[src/rtl/sample_sdiv_11s6u_seq_pkg.sv]
`default_nettype none
// ============================================================================
// Module      : sample_sdiv_11s6u_seq_pkg
// Description : Shared widths and FSM state encoding for the signed-by-unsigned
//               sequential divider.
// Revision    : 1.0 - initial release
// ============================================================================
package sample_sdiv_11s6u_seq_pkg;

    localparam int DEFAULT_DIVIDEND_WIDTH = 11;
    localparam int DEFAULT_DIVISOR_WIDTH  = 6;
    localparam int DEFAULT_REM_WIDTH      = DEFAULT_DIVISOR_WIDTH + 1;

    typedef enum logic [1:0] {
        IDLE = 2'd0,
        CALC = 2'd1,
        FIX  = 2'd2,
        DONE = 2'd3
    } sdiv_state_t;

endpackage : sample_sdiv_11s6u_seq_pkg
`default_nettype wire

[src/rtl/sample_sdiv_restore_step.sv]
`default_nettype none
// ============================================================================
// Module      : sample_sdiv_restore_step
// Description : One combinational restoring-division step: shift in a dividend
//               bit, compare against the divisor, conditionally subtract.
// Revision    : 1.0 - initial release
// ============================================================================
module sample_sdiv_restore_step
    import sample_sdiv_11s6u_seq_pkg::*;
#(
    parameter int DIVISOR_WIDTH = DEFAULT_DIVISOR_WIDTH
) (
    input  logic [DIVISOR_WIDTH-1:0] i_rem,
    input  logic                     i_dvd_bit,
    input  logic [DIVISOR_WIDTH-1:0] i_divisor,
    output logic [DIVISOR_WIDTH:0]   o_rem,
    output logic                     o_q_bit
);

    logic [DIVISOR_WIDTH:0] w_shifted;
    logic [DIVISOR_WIDTH:0] w_diff;

    // The incoming remainder is always below the divisor, so its low bits carry it all.
    assign w_shifted = {i_rem, i_dvd_bit};
    assign w_diff    = w_shifted - {1'b0, i_divisor};
    assign o_q_bit   = (w_shifted >= {1'b0, i_divisor});
    assign o_rem     = o_q_bit ? w_diff : w_shifted;

endmodule : sample_sdiv_restore_step
`default_nettype wire

[src/rtl/sample_sdiv_11s6u_seq.sv]
`default_nettype none
// ============================================================================
// Module      : sample_sdiv_11s6u_seq
// Description : Multi-cycle truncating signed/unsigned restoring divider with
//               ap_ctrl_hs start/done handshake.
// Revision    : 1.0 - initial release
// ============================================================================
module sample_sdiv_11s6u_seq
    import sample_sdiv_11s6u_seq_pkg::*;
#(
    parameter int DIVIDEND_WIDTH = DEFAULT_DIVIDEND_WIDTH,
    parameter int DIVISOR_WIDTH  = DEFAULT_DIVISOR_WIDTH
) (
    input  logic                             ap_clk,
    input  logic                             ap_rst_n,
    input  logic                             ap_start,
    output logic                             ap_done,
    output logic                             ap_idle,
    output logic                             ap_ready,
    input  logic signed [DIVIDEND_WIDTH-1:0] din0,
    input  logic        [DIVISOR_WIDTH-1:0]  din1,
    output logic signed [DIVIDEND_WIDTH-1:0] quot,
    output logic signed [DIVISOR_WIDTH:0]    rem,
    output logic                             dbz
);

    localparam int REM_WIDTH = DIVISOR_WIDTH + 1;
    localparam int CNT_WIDTH = $clog2(DIVIDEND_WIDTH);

    sdiv_state_t                r_state;
    sdiv_state_t                w_state_next;
    logic                       r_sign;
    logic [DIVIDEND_WIDTH-1:0]  r_work;
    logic [REM_WIDTH-1:0]       r_prem;
    logic [DIVISOR_WIDTH-1:0]   r_dvs;
    logic [CNT_WIDTH-1:0]       r_cnt;

    logic [DIVIDEND_WIDTH-1:0]  w_dvd_abs;
    logic [REM_WIDTH-1:0]       w_step_rem;
    logic                       w_step_q;
    logic                       w_accept;

    // Magnitude of the most negative dividend still fits as an unsigned value.
    assign w_dvd_abs = din0[DIVIDEND_WIDTH-1] ? (~din0 + 1'b1) : din0;
    assign w_accept  = (r_state == IDLE) && ap_start;

    sample_sdiv_restore_step #(
        .DIVISOR_WIDTH (DIVISOR_WIDTH)
    ) u_step (
        .i_rem     (r_prem[DIVISOR_WIDTH-1:0]),
        .i_dvd_bit (r_work[DIVIDEND_WIDTH-1]),
        .i_divisor (r_dvs),
        .o_rem     (w_step_rem),
        .o_q_bit   (w_step_q)
    );

    always_ff @(posedge ap_clk or negedge ap_rst_n) begin
        if (!ap_rst_n) begin
            r_state <= IDLE;
        end else begin
            r_state <= w_state_next;
        end
    end

    always_comb begin
        w_state_next = r_state;
        ap_idle      = 1'b0;
        ap_done      = 1'b0;
        unique case (r_state)
            IDLE: begin
                ap_idle = 1'b1;
                if (ap_start) begin
                    w_state_next = CALC;
                end
            end
            CALC: begin
                if (r_cnt == '0) begin
                    w_state_next = FIX;
                end
            end
            FIX: begin
                w_state_next = DONE;
            end
            DONE: begin
                ap_done      = 1'b1;
                w_state_next = IDLE;
            end
            default: begin
                w_state_next = IDLE;
            end
        endcase
    end

    assign ap_ready = ap_done;

    // r_work shifts dividend bits out of the top while quotient bits enter at the bottom.
    always_ff @(posedge ap_clk or negedge ap_rst_n) begin
        if (!ap_rst_n) begin
            r_sign <= 1'b0;
            r_work <= '0;
            r_prem <= '0;
            r_dvs  <= '0;
            r_cnt  <= '0;
            quot   <= '0;
            rem    <= '0;
            dbz    <= 1'b0;
        end else begin
            if (w_accept) begin
                r_sign <= din0[DIVIDEND_WIDTH-1];
                r_work <= w_dvd_abs;
                r_prem <= '0;
                r_dvs  <= din1;
                r_cnt  <= CNT_WIDTH'(DIVIDEND_WIDTH - 1);
            end
            if (r_state == CALC) begin
                r_prem <= w_step_rem;
                r_work <= {r_work[DIVIDEND_WIDTH-2:0], w_step_q};
                r_cnt  <= r_cnt - 1'b1;
            end
            if (r_state == FIX) begin
                if (r_dvs == '0) begin
                    quot <= '0;
                    rem  <= '0;
                    dbz  <= 1'b1;
                end else begin
                    quot <= r_sign ? -r_work : r_work;
                    rem  <= r_sign ? -r_prem : r_prem;
                    dbz  <= 1'b0;
                end
            end
        end
    end

endmodule : sample_sdiv_11s6u_seq
`default_nettype wire

[config.mk]
export PLATFORM = sky130hd
export DESIGN_NAME = sample_sdiv_11s6u_seq
export DESIGN_NICKNAME = d
export VERILOG_FILES = /design/src/rtl/sample_sdiv_11s6u_seq_pkg.sv /design/src/rtl/sample_sdiv_restore_step.sv /design/src/rtl/sample_sdiv_11s6u_seq.sv
export SDC_FILE = /design/constraint.sdc
export NUM_CORES = 1
export LEC_CHECK = 0
export BUFFER_PORTS_ARGS = -buffer_cell sky130_fd_sc_hd__buf_4
export CAP_MARGIN = 20
export CORE_UTILIZATION = 45
export DETAILED_ROUTE_END_ITERATION = 10
export GPL_ROUTABILITY_DRIVEN = 0
export GPL_TIMING_DRIVEN = 1
export PLACE_DENSITY = 0.62
export SYNTH_ARGS = -nofsm -noshare
export SYNTH_HDL_FRONTEND = slang
export SYNTH_SLANG_ARGS = --single-unit
[constraint.sdc]
create_clock -name ap_clk -period 5.8 [get_ports ap_clk]
set_input_delay 0.29 -clock ap_clk [delete_from_list [all_inputs] [get_ports ap_clk]]
set_output_delay 0.29 -clock ap_clk [all_outputs]
set_load 0.005 [all_outputs]
==> results of run 1 <==
[layer usage]
metal,vias to the layer above,part of all wire
met5,-,0
met4,0,0.010
met3,6,0.030
met2,44,0.45
met1,1177,0.51
li1,1240,-
[cell type report]
type | instances | area share
timing repair buffer | 43 | 0.0913
tap | 77 | 0.0273
multi-input combinational | 239 | 0.455
clock buffer | 5 | 0.0195
sequential | 50 | 0.354
clock inverter | 3 | 0.0124
inverter | 38 | 0.0404
[metrics by stage]
step,total power [W],hold WS [ps],setup WS (ps),utilization
finish,0.00202,-6.56,3450,0.544
detailed placement,0.00178,367,3490,0.527
CTS,0.00204,35.5,3440,0.544
floorplan,0.00147,-5.59,3890,-
global placement,0.00175,357,3540,0.527
global route,0.00222,53.4,3230,0.544
[how the worst max path moves through the flow]
| stage | start | to | slack, ps | cells after the start |
|---|---|---|---|---|
| 2_1_floorplan | r_prem[1] | r_prem[5] | 3890 | 6 |
| 3_3_place_gp | r_prem[1] | r_prem[5] | 3540 | 6 |
| 3_5_place_dp | r_prem[1] | r_prem[3] | 3490 | 6 |
| 4_1_cts | r_prem[1] | r_prem[2] | 3440 | 6 |
| 5_1_grt | r_prem[1] | r_prem[2] | 3230 | 6 |
| 6_report | r_prem[1] | r_prem[3] | 3450 | 6 |
[power groups by stage]
stage	Combinational, W	Clock, W	Sequential (W)
finish	0.00110	0.000251	0.000673
global route	0.00125	0.000274	0.000697
CTS	0.00111	0.000259	0.000673
detailed placement	0.00110	0	0.000681
global placement	0.00107	0	0.000673
floorplan	0.000843	0	0.000630
[state kept, by name, indices dropped and copies added, names as in the netlist]
register and count:
r_work 11, r_prem 7, r_state 2, dbz 1
r_cnt 4, r_dvs 6, r_sign 1, rem 7
quot 11
[Yosys cell counts, types with 2 or more instances]
cell type	n	area, µm²
mux2i_1	14	140
nor3_1	6	30.0
nor2_1	16	60.1
o31ai_1	6	45.0
nand2_1	38	143
nand3_1	14	70.1
a31oi_1	2	12.5
dfrtp_1	50	1250
or3_1	4	25.0
clkbuf_1	13	48.8
o221ai_1	2	17.5
or2_2	2	12.5
buf_2	2	10.0
a21o_1	3	22.5
inv_1	38	143
or4b_1	2	20.0
nor3b_1	2	15.0
o22ai_1	9	56.3
a31o_2	5	43.8
o21ai_0	35	175
buf_1	3	11.3
xor2_1	6	52.6
a21oi_1	9	45.0
o21ai_1	2	10.0
xnor2_1	20	175
o311ai_0	2	17.5
ha_1	16	200
nor2b_1	3	18.8
o41ai_1	2	17.5
nand2b_1	5	31.3
[critical path: stages, from the launching register on]
cell and delay, ps:
dfrtp_1 420, ha_1 380, a21o_1 130, a31oi_1 40, o221ai_1 880, o22ai_1 140, a31o_2 260
[cells in the final DEF, fill, tap and decap left out, types with 4 or more instances in the layout]
master and count:
or3_1 4, nand2_1 38, o22ai_1 9, dfrtp_1 50, nand3_1 14, nand2b_1 5
o31ai_1 6, inv_1 38, xor2_1 6, ha_1 16, buf_4 43, mux2i_1 14
nor2_1 16, o21ai_0 35, xnor2_1 20, clkbuf_8 5, a21oi_1 9, nor3_1 6
a31o_2 5
[kinds of logic after synthesis]
kind of cell               share of synthesized area
AOI/OAI and AO/OA                              0.175
xor gates and xnor gates                      0.0739
adders and majority gates                     0.0715
buffers and inverters                         0.0715
DFF                                            0.406
muxes                                         0.0491
and+or+nand+nor                                0.153
==> flow_results.xml, run 1 <==
<?xml version="1.0" encoding="UTF-8"?>
<metrics>
  <group name="clock_network">
    <metric name="post_cts.resized_instances" unit="">0</metric>
    <metric name="h_tree_lvls" unit="">2</metric>
    <metric name="cts_hold_repair.buffers" unit="">0</metric>
    <metric name="clk_sink_count" unit="">50</metric>
    <metric name="cts_max_path_buffers" unit="">2</metric>
    <metric name="clock_latency" unit="ps">300</metric>
    <metric name="worst_setup_hold_path_clk_slew" unit="ps">100</metric>
    <metric name="clockRootBuffer" unit="">clkbuf_8</metric>
    <metric name="tritoncts_clock_tree" unit="">done</metric>
    <metric name="tritoncts.num_buffers" unit="">5</metric>
    <metric name="post-cts-setup-buffers" unit="">0</metric>
  </group>
  <group name="logic_synthesis">
    <metric name="mappedNetlistArea" unit="µm²">3080</metric>
    <metric name="ys.warnings.count" unit="">0</metric>
    <metric name="synth_top_flop_cell" unit="">dfrtp_1</metric>
    <metric name="yosys.cell_types.count" unit="">45</metric>
    <metric name="synth-edff-count" unit="">0</metric>
    <metric name="syn_nets" unit="">383</metric>
    <metric name="synthesis.area_per_instance" unit="µm²">8.90</metric>
    <metric name="asyncSetResetFlopFracSynth" unit="">1.00</metric>
    <metric name="seq_area_frac_synth" unit="">0.406</metric>
    <metric name="synth.ff_latch_count" unit="">50</metric>
    <metric name="synthCells" unit="">346</metric>
  </group>
  <group name="run">
    <metric name="cap_viol_max_count" unit="">0</metric>
  </group>
  <group name="run_status">
    <metric name="violations" unit="">DRC, hold timing</metric>
    <metric name="status" unit="">complete, but fails checks</metric>
  </group>
  <group name="sta">
    <metric name="max_freq" unit="MHz">425</metric>
    <metric name="timing.max_slew.rel_slack" unit="">0.259</metric>
    <metric name="grt_setup_unrepaired" unit="">no</metric>
    <metric name="fin_worst_skew" unit="ps">5.91</metric>
    <metric name="min_period_over_period" unit="">0.406</metric>
    <metric name="timing.final.hold_violations" unit="">3</metric>
    <metric name="tns" unit="ps">0</metric>
    <metric name="finalHoldWorstSlack" unit="ps">-6.56</metric>
    <metric name="worst_pin_slew" unit="ps">1110</metric>
    <metric name="setup-violations-final" unit="">0</metric>
    <metric name="layout_min_cycle_time" unit="ps">2350</metric>
    <metric name="finalMaxSlewViolations" unit="">0</metric>
  </group>
  <group name="setup_path">
    <metric name="worstSetupStartpointType" unit="">flop</metric>
    <metric name="crit_required" unit="ps">5990</metric>
    <metric name="worst_ep_arrival_time" unit="ps">2550</metric>
    <metric name="worst-r2r-cell-count" unit="">6</metric>
    <metric name="worstReg2RegEnd" unit="">r_prem[3]</metric>
    <metric name="rrSetupSlack" unit="ps">3450</metric>
    <metric name="crit_path_max_fanout" unit="">11</metric>
    <metric name="classification_of_the_worst_setup_path" unit="">flop to flop</metric>
    <metric name="crit-reg2reg-launch" unit="">r_prem[1]</metric>
    <metric name="setup_crit_end_kind" unit="">flop</metric>
  </group>
  <group name="floorplan">
    <metric name="ios" unit="">42</metric>
    <metric name="fp.coreArea" unit="µm²">6490</metric>
    <metric name="die_width" unit="µm">84.7</metric>
    <metric name="start_util" unit="">0.474</metric>
    <metric name="die_area" unit="µm²">7180</metric>
    <metric name="row_count" unit="">29</metric>
    <metric name="die_h" unit="µm">84.7</metric>
  </group>
  <group name="layout">
    <metric name="antennaDiodeCount" unit="">0</metric>
    <metric name="post_route_cells_drive_above_1_share" unit="">0.164</metric>
    <metric name="nets" unit="">414</metric>
    <metric name="finish.cell_count_without_fillers" unit="">455</metric>
    <metric name="filler_cell_count" unit="">609</metric>
    <metric name="multiInputGateArea" unit="µm²">1610</metric>
    <metric name="layout.area.seq" unit="µm²">1250</metric>
    <metric name="layout.cell_area.non_filler" unit="µm²">3530</metric>
    <metric name="area_growth_syn_to_layout" unit="%">14.7</metric>
  </group>
  <group name="global_routing">
    <metric name="grt_max_degree" unit="">51</metric>
    <metric name="global_route.usage.met3" unit="">0.0275</metric>
    <metric name="antenna_found_initial" unit="">0</metric>
    <metric name="busiest_layer" unit="">met2</metric>
    <metric name="grt_remaining_overflow" unit="">0</metric>
    <metric name="grtUsageMet2" unit="">0.314</metric>
    <metric name="use_met1" unit="">0.271</metric>
    <metric name="grt_pass1_vias" unit="">2438</metric>
    <metric name="groute.usage.overall" unit="">0.194</metric>
    <metric name="grt_first_pass_wirelength" unit="µm">11200</metric>
  </group>
  <group name="power">
    <metric name="power_density" unit="nW/µm²">572</metric>
    <metric name="p_leak" unit="nW">1.63</metric>
    <metric name="internal-power" unit="W">0.00115</metric>
    <metric name="p_switching" unit="W">0.000866</metric>
    <metric name="ir_worst_vdd" unit="mV">0.228</metric>
    <metric name="p_seq_frac" unit="">0.333</metric>
    <metric name="power.share.combinational" unit="">0.543</metric>
    <metric name="switching_share" unit="">0.429</metric>
    <metric name="clock_power_share" unit="">0.124</metric>
  </group>
  <group name="routing">
    <metric name="dr_total_vias" unit="">2467</metric>
    <metric name="router_iterations_before_antenna_repair" unit="">9</metric>
    <metric name="routed_wire_length_per_instance" unit="µm">14.1</metric>
    <metric name="antenna_violating_nets_post_route" unit="">0</metric>
    <metric name="post_drt_via_cell_ratio" unit="">5.42</metric>
    <metric name="detail_route.iter0.violations" unit="">139</metric>
    <metric name="remaining_drc_errors" unit="">3</metric>
    <metric name="routed_wirelength" unit="µm">6410</metric>
  </group>
  <group name="hold_path">
    <metric name="min_delay_worst_type" unit="">input port to asynchronous set/reset pin</metric>
  </group>
  <group name="placed_design">
    <metric name="placed_standard_cell_area" unit="µm²">3420</metric>
    <metric name="place.port_buffers" unit="">41</metric>
    <metric name="place_inst" unit="">447</metric>
    <metric name="place_hpwl" unit="µm">4720</metric>
  </group>
</metrics>
Power figures use the tool's default switching activity.
==> inputs of run 2 (changes only) <==
--- a/config.mk
+++ b/config.mk
@@ -5,6 +5,7 @@
 export SDC_FILE = /design/constraint.sdc
 export NUM_CORES = 1
 export LEC_CHECK = 0
+export ABC_AREA = 1
 export BUFFER_PORTS_ARGS = -buffer_cell sky130_fd_sc_hd__buf_4
 export CAP_MARGIN = 20
 export CORE_UTILIZATION = 45
==> constraint.sdc (replaced) <==
create_clock -name ap_clk -period 2.3 [get_ports ap_clk]
set_input_delay 0.115 -clock ap_clk [delete_from_list [all_inputs] [get_ports ap_clk]]
set_output_delay 0.115 -clock ap_clk [all_outputs]
set_load 0.005 [all_outputs]
==> flow_results.xml, run 2 <==
<?xml version="1.0" encoding="UTF-8"?>
<metrics>
  <group name="logic_synthesis">
    <metric name="yosys-mux-area-fraction" unit="">0</metric>
    <metric name="synth-compound-area-share" unit="">0.139</metric>
    <metric name="synth_xor_area_frac" unit="">0.0200</metric>
    <metric name="yosysTopAreaCellShare" unit="">0.407</metric>
    <metric name="syn_nets" unit="">441</metric>
    <metric name="synthTopCellsByArea" unit="">dfrtp_1, nand2_1, ha_1, nand3_1, inv_1</metric>
    <metric name="synth.ff_latch_count" unit="">50</metric>
    <metric name="synth_largest_area_cell" unit="">dfrtp_1</metric>
    <metric name="synthCells" unit="">404</metric>
    <metric name="mappedNetlistArea" unit="µm²">3070</metric>
    <metric name="synth_simple_gate_area_share" unit="">0.276</metric>
    <metric name="yosys.cell_types.count" unit="">35</metric>
    <metric name="asyncSetResetFlopFracSynth" unit="">1.00</metric>
    <metric name="cell_with_the_most_instances_after_synthesis" unit="">nand2_1</metric>
    <metric name="seq_area_frac_synth" unit="">0.407</metric>
    <metric name="synthesis.area_per_instance" unit="µm²">7.60</metric>
    <metric name="post_synthesis_adder_cell_area_fraction" unit="">0.0717</metric>
    <metric name="ys_top_cells_by_count" unit="">nand2_1, inv_1, dfrtp_1</metric>
    <metric name="ys.warnings.count" unit="">0</metric>
    <metric name="synth_top_flop_cell" unit="">dfrtp_1</metric>
    <metric name="largest_family_of_logic_cells_by_synthesized_area" unit="">simple AND/OR/NAND/NOR gates</metric>
    <metric name="synth-edff-count" unit="">0</metric>
  </group>
  <group name="floorplan">
    <metric name="start_util" unit="">0.475</metric>
    <metric name="die_h" unit="µm">84.6</metric>
    <metric name="fp.coreArea" unit="µm²">6460</metric>
    <metric name="row_count" unit="">29</metric>
    <metric name="ios" unit="">42</metric>
    <metric name="die_area" unit="µm²">7160</metric>
    <metric name="die_width" unit="µm">84.6</metric>
  </group>
  <group name="layout">
    <metric name="filler_cell_count" unit="">657</metric>
    <metric name="final_cell_mix" unit="">nand2_1, inv_1, dfrtp_1</metric>
    <metric name="post_route_cells_drive_above_1_share" unit="">0.143</metric>
    <metric name="nets" unit="">483</metric>
    <metric name="antennaDiodeCount" unit="">0</metric>
    <metric name="reg_top3" unit="">quot x11, r_work x11</metric>
    <metric name="post-route-util" unit="">0.549</metric>
    <metric name="finish.cell_count_without_fillers" unit="">524</metric>
    <metric name="layout.cells.most_common" unit="">nand2_1</metric>
    <metric name="area_growth_syn_to_layout" unit="%">15.5</metric>
  </group>
  <group name="sta">
    <metric name="timing.max_slew.rel_slack" unit="">0.580</metric>
    <metric name="worst_pin_slew" unit="ps">630</metric>
    <metric name="fin_worst_skew" unit="ps">19.7</metric>
    <metric name="grt_setup_unrepaired" unit="">no</metric>
    <metric name="layout_min_cycle_time" unit="ps">1850</metric>
    <metric name="tns" unit="ps">0</metric>
    <metric name="timing.final.hold_violations" unit="">0</metric>
    <metric name="finalHoldWorstSlack" unit="ps">48.3</metric>
    <metric name="finalMaxSlewViolations" unit="">0</metric>
    <metric name="fin_ws" unit="ps">447</metric>
    <metric name="max_freq" unit="MHz">540</metric>
    <metric name="min_period_over_period" unit="">0.805</metric>
    <metric name="setup-violations-final" unit="">0</metric>
  </group>
  <group name="power">
    <metric name="power.share.combinational" unit="">0.567</metric>
    <metric name="clock_power_share" unit="">0.110</metric>
    <metric name="p_seq_frac" unit="">0.323</metric>
    <metric name="internal-power" unit="W">0.00262</metric>
    <metric name="switching_share" unit="">0.466</metric>
    <metric name="p_leak" unit="nW">1.83</metric>
    <metric name="power_density" unit="nW/µm²">1390</metric>
    <metric name="ir_worst_vdd" unit="mV">0.639</metric>
    <metric name="p_switching" unit="W">0.00229</metric>
  </group>
  <group name="setup_path">
    <metric name="worst-r2r-cell-count" unit="">10</metric>
    <metric name="setup_crit_end_kind" unit="">flop</metric>
    <metric name="crit_required" unit="ps">2500</metric>
    <metric name="worst_ep_arrival_time" unit="ps">2060</metric>
    <metric name="classification_of_the_worst_setup_path" unit="">flop to flop</metric>
    <metric name="crit_path_max_fanout" unit="">5</metric>
    <metric name="worstSetupStartpointType" unit="">flop</metric>
  </group>
  <group name="global_routing">
    <metric name="grt_max_degree" unit="">51</metric>
    <metric name="grt_remaining_overflow" unit="">0</metric>
    <metric name="grt_first_pass_wirelength" unit="µm">12000</metric>
    <metric name="groute.usage.overall" unit="">0.208</metric>
    <metric name="grt_pass1_vias" unit="">2542</metric>
    <metric name="antenna_found_initial" unit="">0</metric>
  </group>
  <group name="hold_path">
    <metric name="min_delay_worst_type" unit="">input port to flop</metric>
    <metric name="worst_hold_path.num_cells" unit="">3</metric>
  </group>
  <group name="clock_network">
    <metric name="tritoncts.num_buffers" unit="">5</metric>
    <metric name="worst_setup_hold_path_clk_slew" unit="ps">110</metric>
    <metric name="clk_sink_count" unit="">50</metric>
    <metric name="cts_max_path_buffers" unit="">2</metric>
    <metric name="cts_hold_repair.buffers" unit="">1</metric>
    <metric name="tritoncts_clock_tree" unit="">done</metric>
    <metric name="post-cts-setup-buffers" unit="">0</metric>
    <metric name="post_cts.resized_instances" unit="">0</metric>
    <metric name="clock_latency" unit="ps">320</metric>
    <metric name="h_tree_lvls" unit="">2</metric>
    <metric name="clockRootBuffer" unit="">clkbuf_8</metric>
  </group>
  <group name="routing">
    <metric name="remaining_drc_errors" unit="">0</metric>
    <metric name="dr_total_vias" unit="">2722</metric>
    <metric name="antenna_violating_nets_post_route" unit="">0</metric>
    <metric name="detail_route.iter0.violations" unit="">128</metric>
    <metric name="routed_wirelength" unit="µm">6910</metric>
    <metric name="routed_wire_length_per_instance" unit="µm">13.2</metric>
    <metric name="post_drt_via_cell_ratio" unit="">5.19</metric>
    <metric name="router_iterations_before_antenna_repair" unit="">6</metric>
  </group>
  <group name="placed_design">
    <metric name="place.port_buffers" unit="">41</metric>
    <metric name="place_hpwl" unit="µm">5240</metric>
    <metric name="preCtsSetupSlack" unit="ps">498</metric>
    <metric name="place_inst" unit="">515</metric>
  </group>
  <group name="run_status">
    <metric name="status" unit="">complete, no violations</metric>
  </group>
  <group name="run">
    <metric name="cap_viol_max_count" unit="">0</metric>
  </group>
</metrics>
[run 2: cell types whose count changed after synthesis, sizes merged, moves of 5 or more]
cell	delta
a21oi	+15
nand2b	-5
clkbuf	-10
nor2	+12
nand2	+67
nand3	+28
mux2i	-14
xnor2	-19
o21ai	-7
o22ai	-7
inv	+16
a31o	-5
o31ai	-6
[run 2: final timing paths]
check | slack (ps) | endpoint | from
min in group asynchronous | 340 | quot[1] | ap_rst_n
worst min-delay path | 50 | r_dvs[5] | din1[5]
worst max-delay path | 450 | r_prem[6] | r_work[10]
max in group asynchronous | 1510 | r_state[1] | ap_rst_n
worst max register to register | 450 | r_prem[6] | r_work[10]
worst min register to register | 480 | r_cnt[3] | r_cnt[3]
[run 2: area by class of cell]
cell class,instances,area (µm²),share of cell area
clock buffer,5,68.8,0.0194
tap,77,96.3,0.0272
sequential,50,1250,0.353
timing repair buffer,46,348,0.0981
multi-input combinational,288,1560,0.438
inverter,55,206,0.0582
clock inverter,3,21.3,0.00600
[run 2: stage by stage]
step	power [W]	cell area, µm²
floorplan	0.00358	3070
global placement	0.00434	3450
detailed placement	0.00439	3450
CTS	0.00493	3550
global route	0.00542	3550
finish	0.00492	3550
[run 2: routing by layer]
metal	share of wire	track usage
met5	0	0
met4	0.0085	0.0416
met3	0.045	0.0344
met2	0.43	0.327
met1	0.52	0.305
[run 2: worst max-delay path: stages (launching register included)]
cell      delay [ps]
dfrtp_1          360
inv_1            110
ha_1             220
fa_1             400
nand3b_1         170
nand2_1          130
a21boi_0         120
nand2_2           80
nand2_1           40
nand2_1           70
nand2_1           50
[run 2: kinds of logic after synthesis]
logic type | after synthesis
and+or+nand+nor | 190
buffers and inverters | 66
AOI/OAI and AO/OA | 74
xor gates and xnor gates | 7
DFF | 50
adders and majority gates | 17
[run 2: power by group through the flow]
stage          Clock (W)  Sequential (W)  Combinational, W
3_5_place_dp           0         0.00160           0.00279
4_1_cts         0.000544         0.00158           0.00281
6_report        0.000543         0.00159           0.00279
2_1_floorplan          0         0.00154           0.00204
3_3_place_gp           0         0.00159           0.00275
5_1_grt         0.000577         0.00164           0.00321
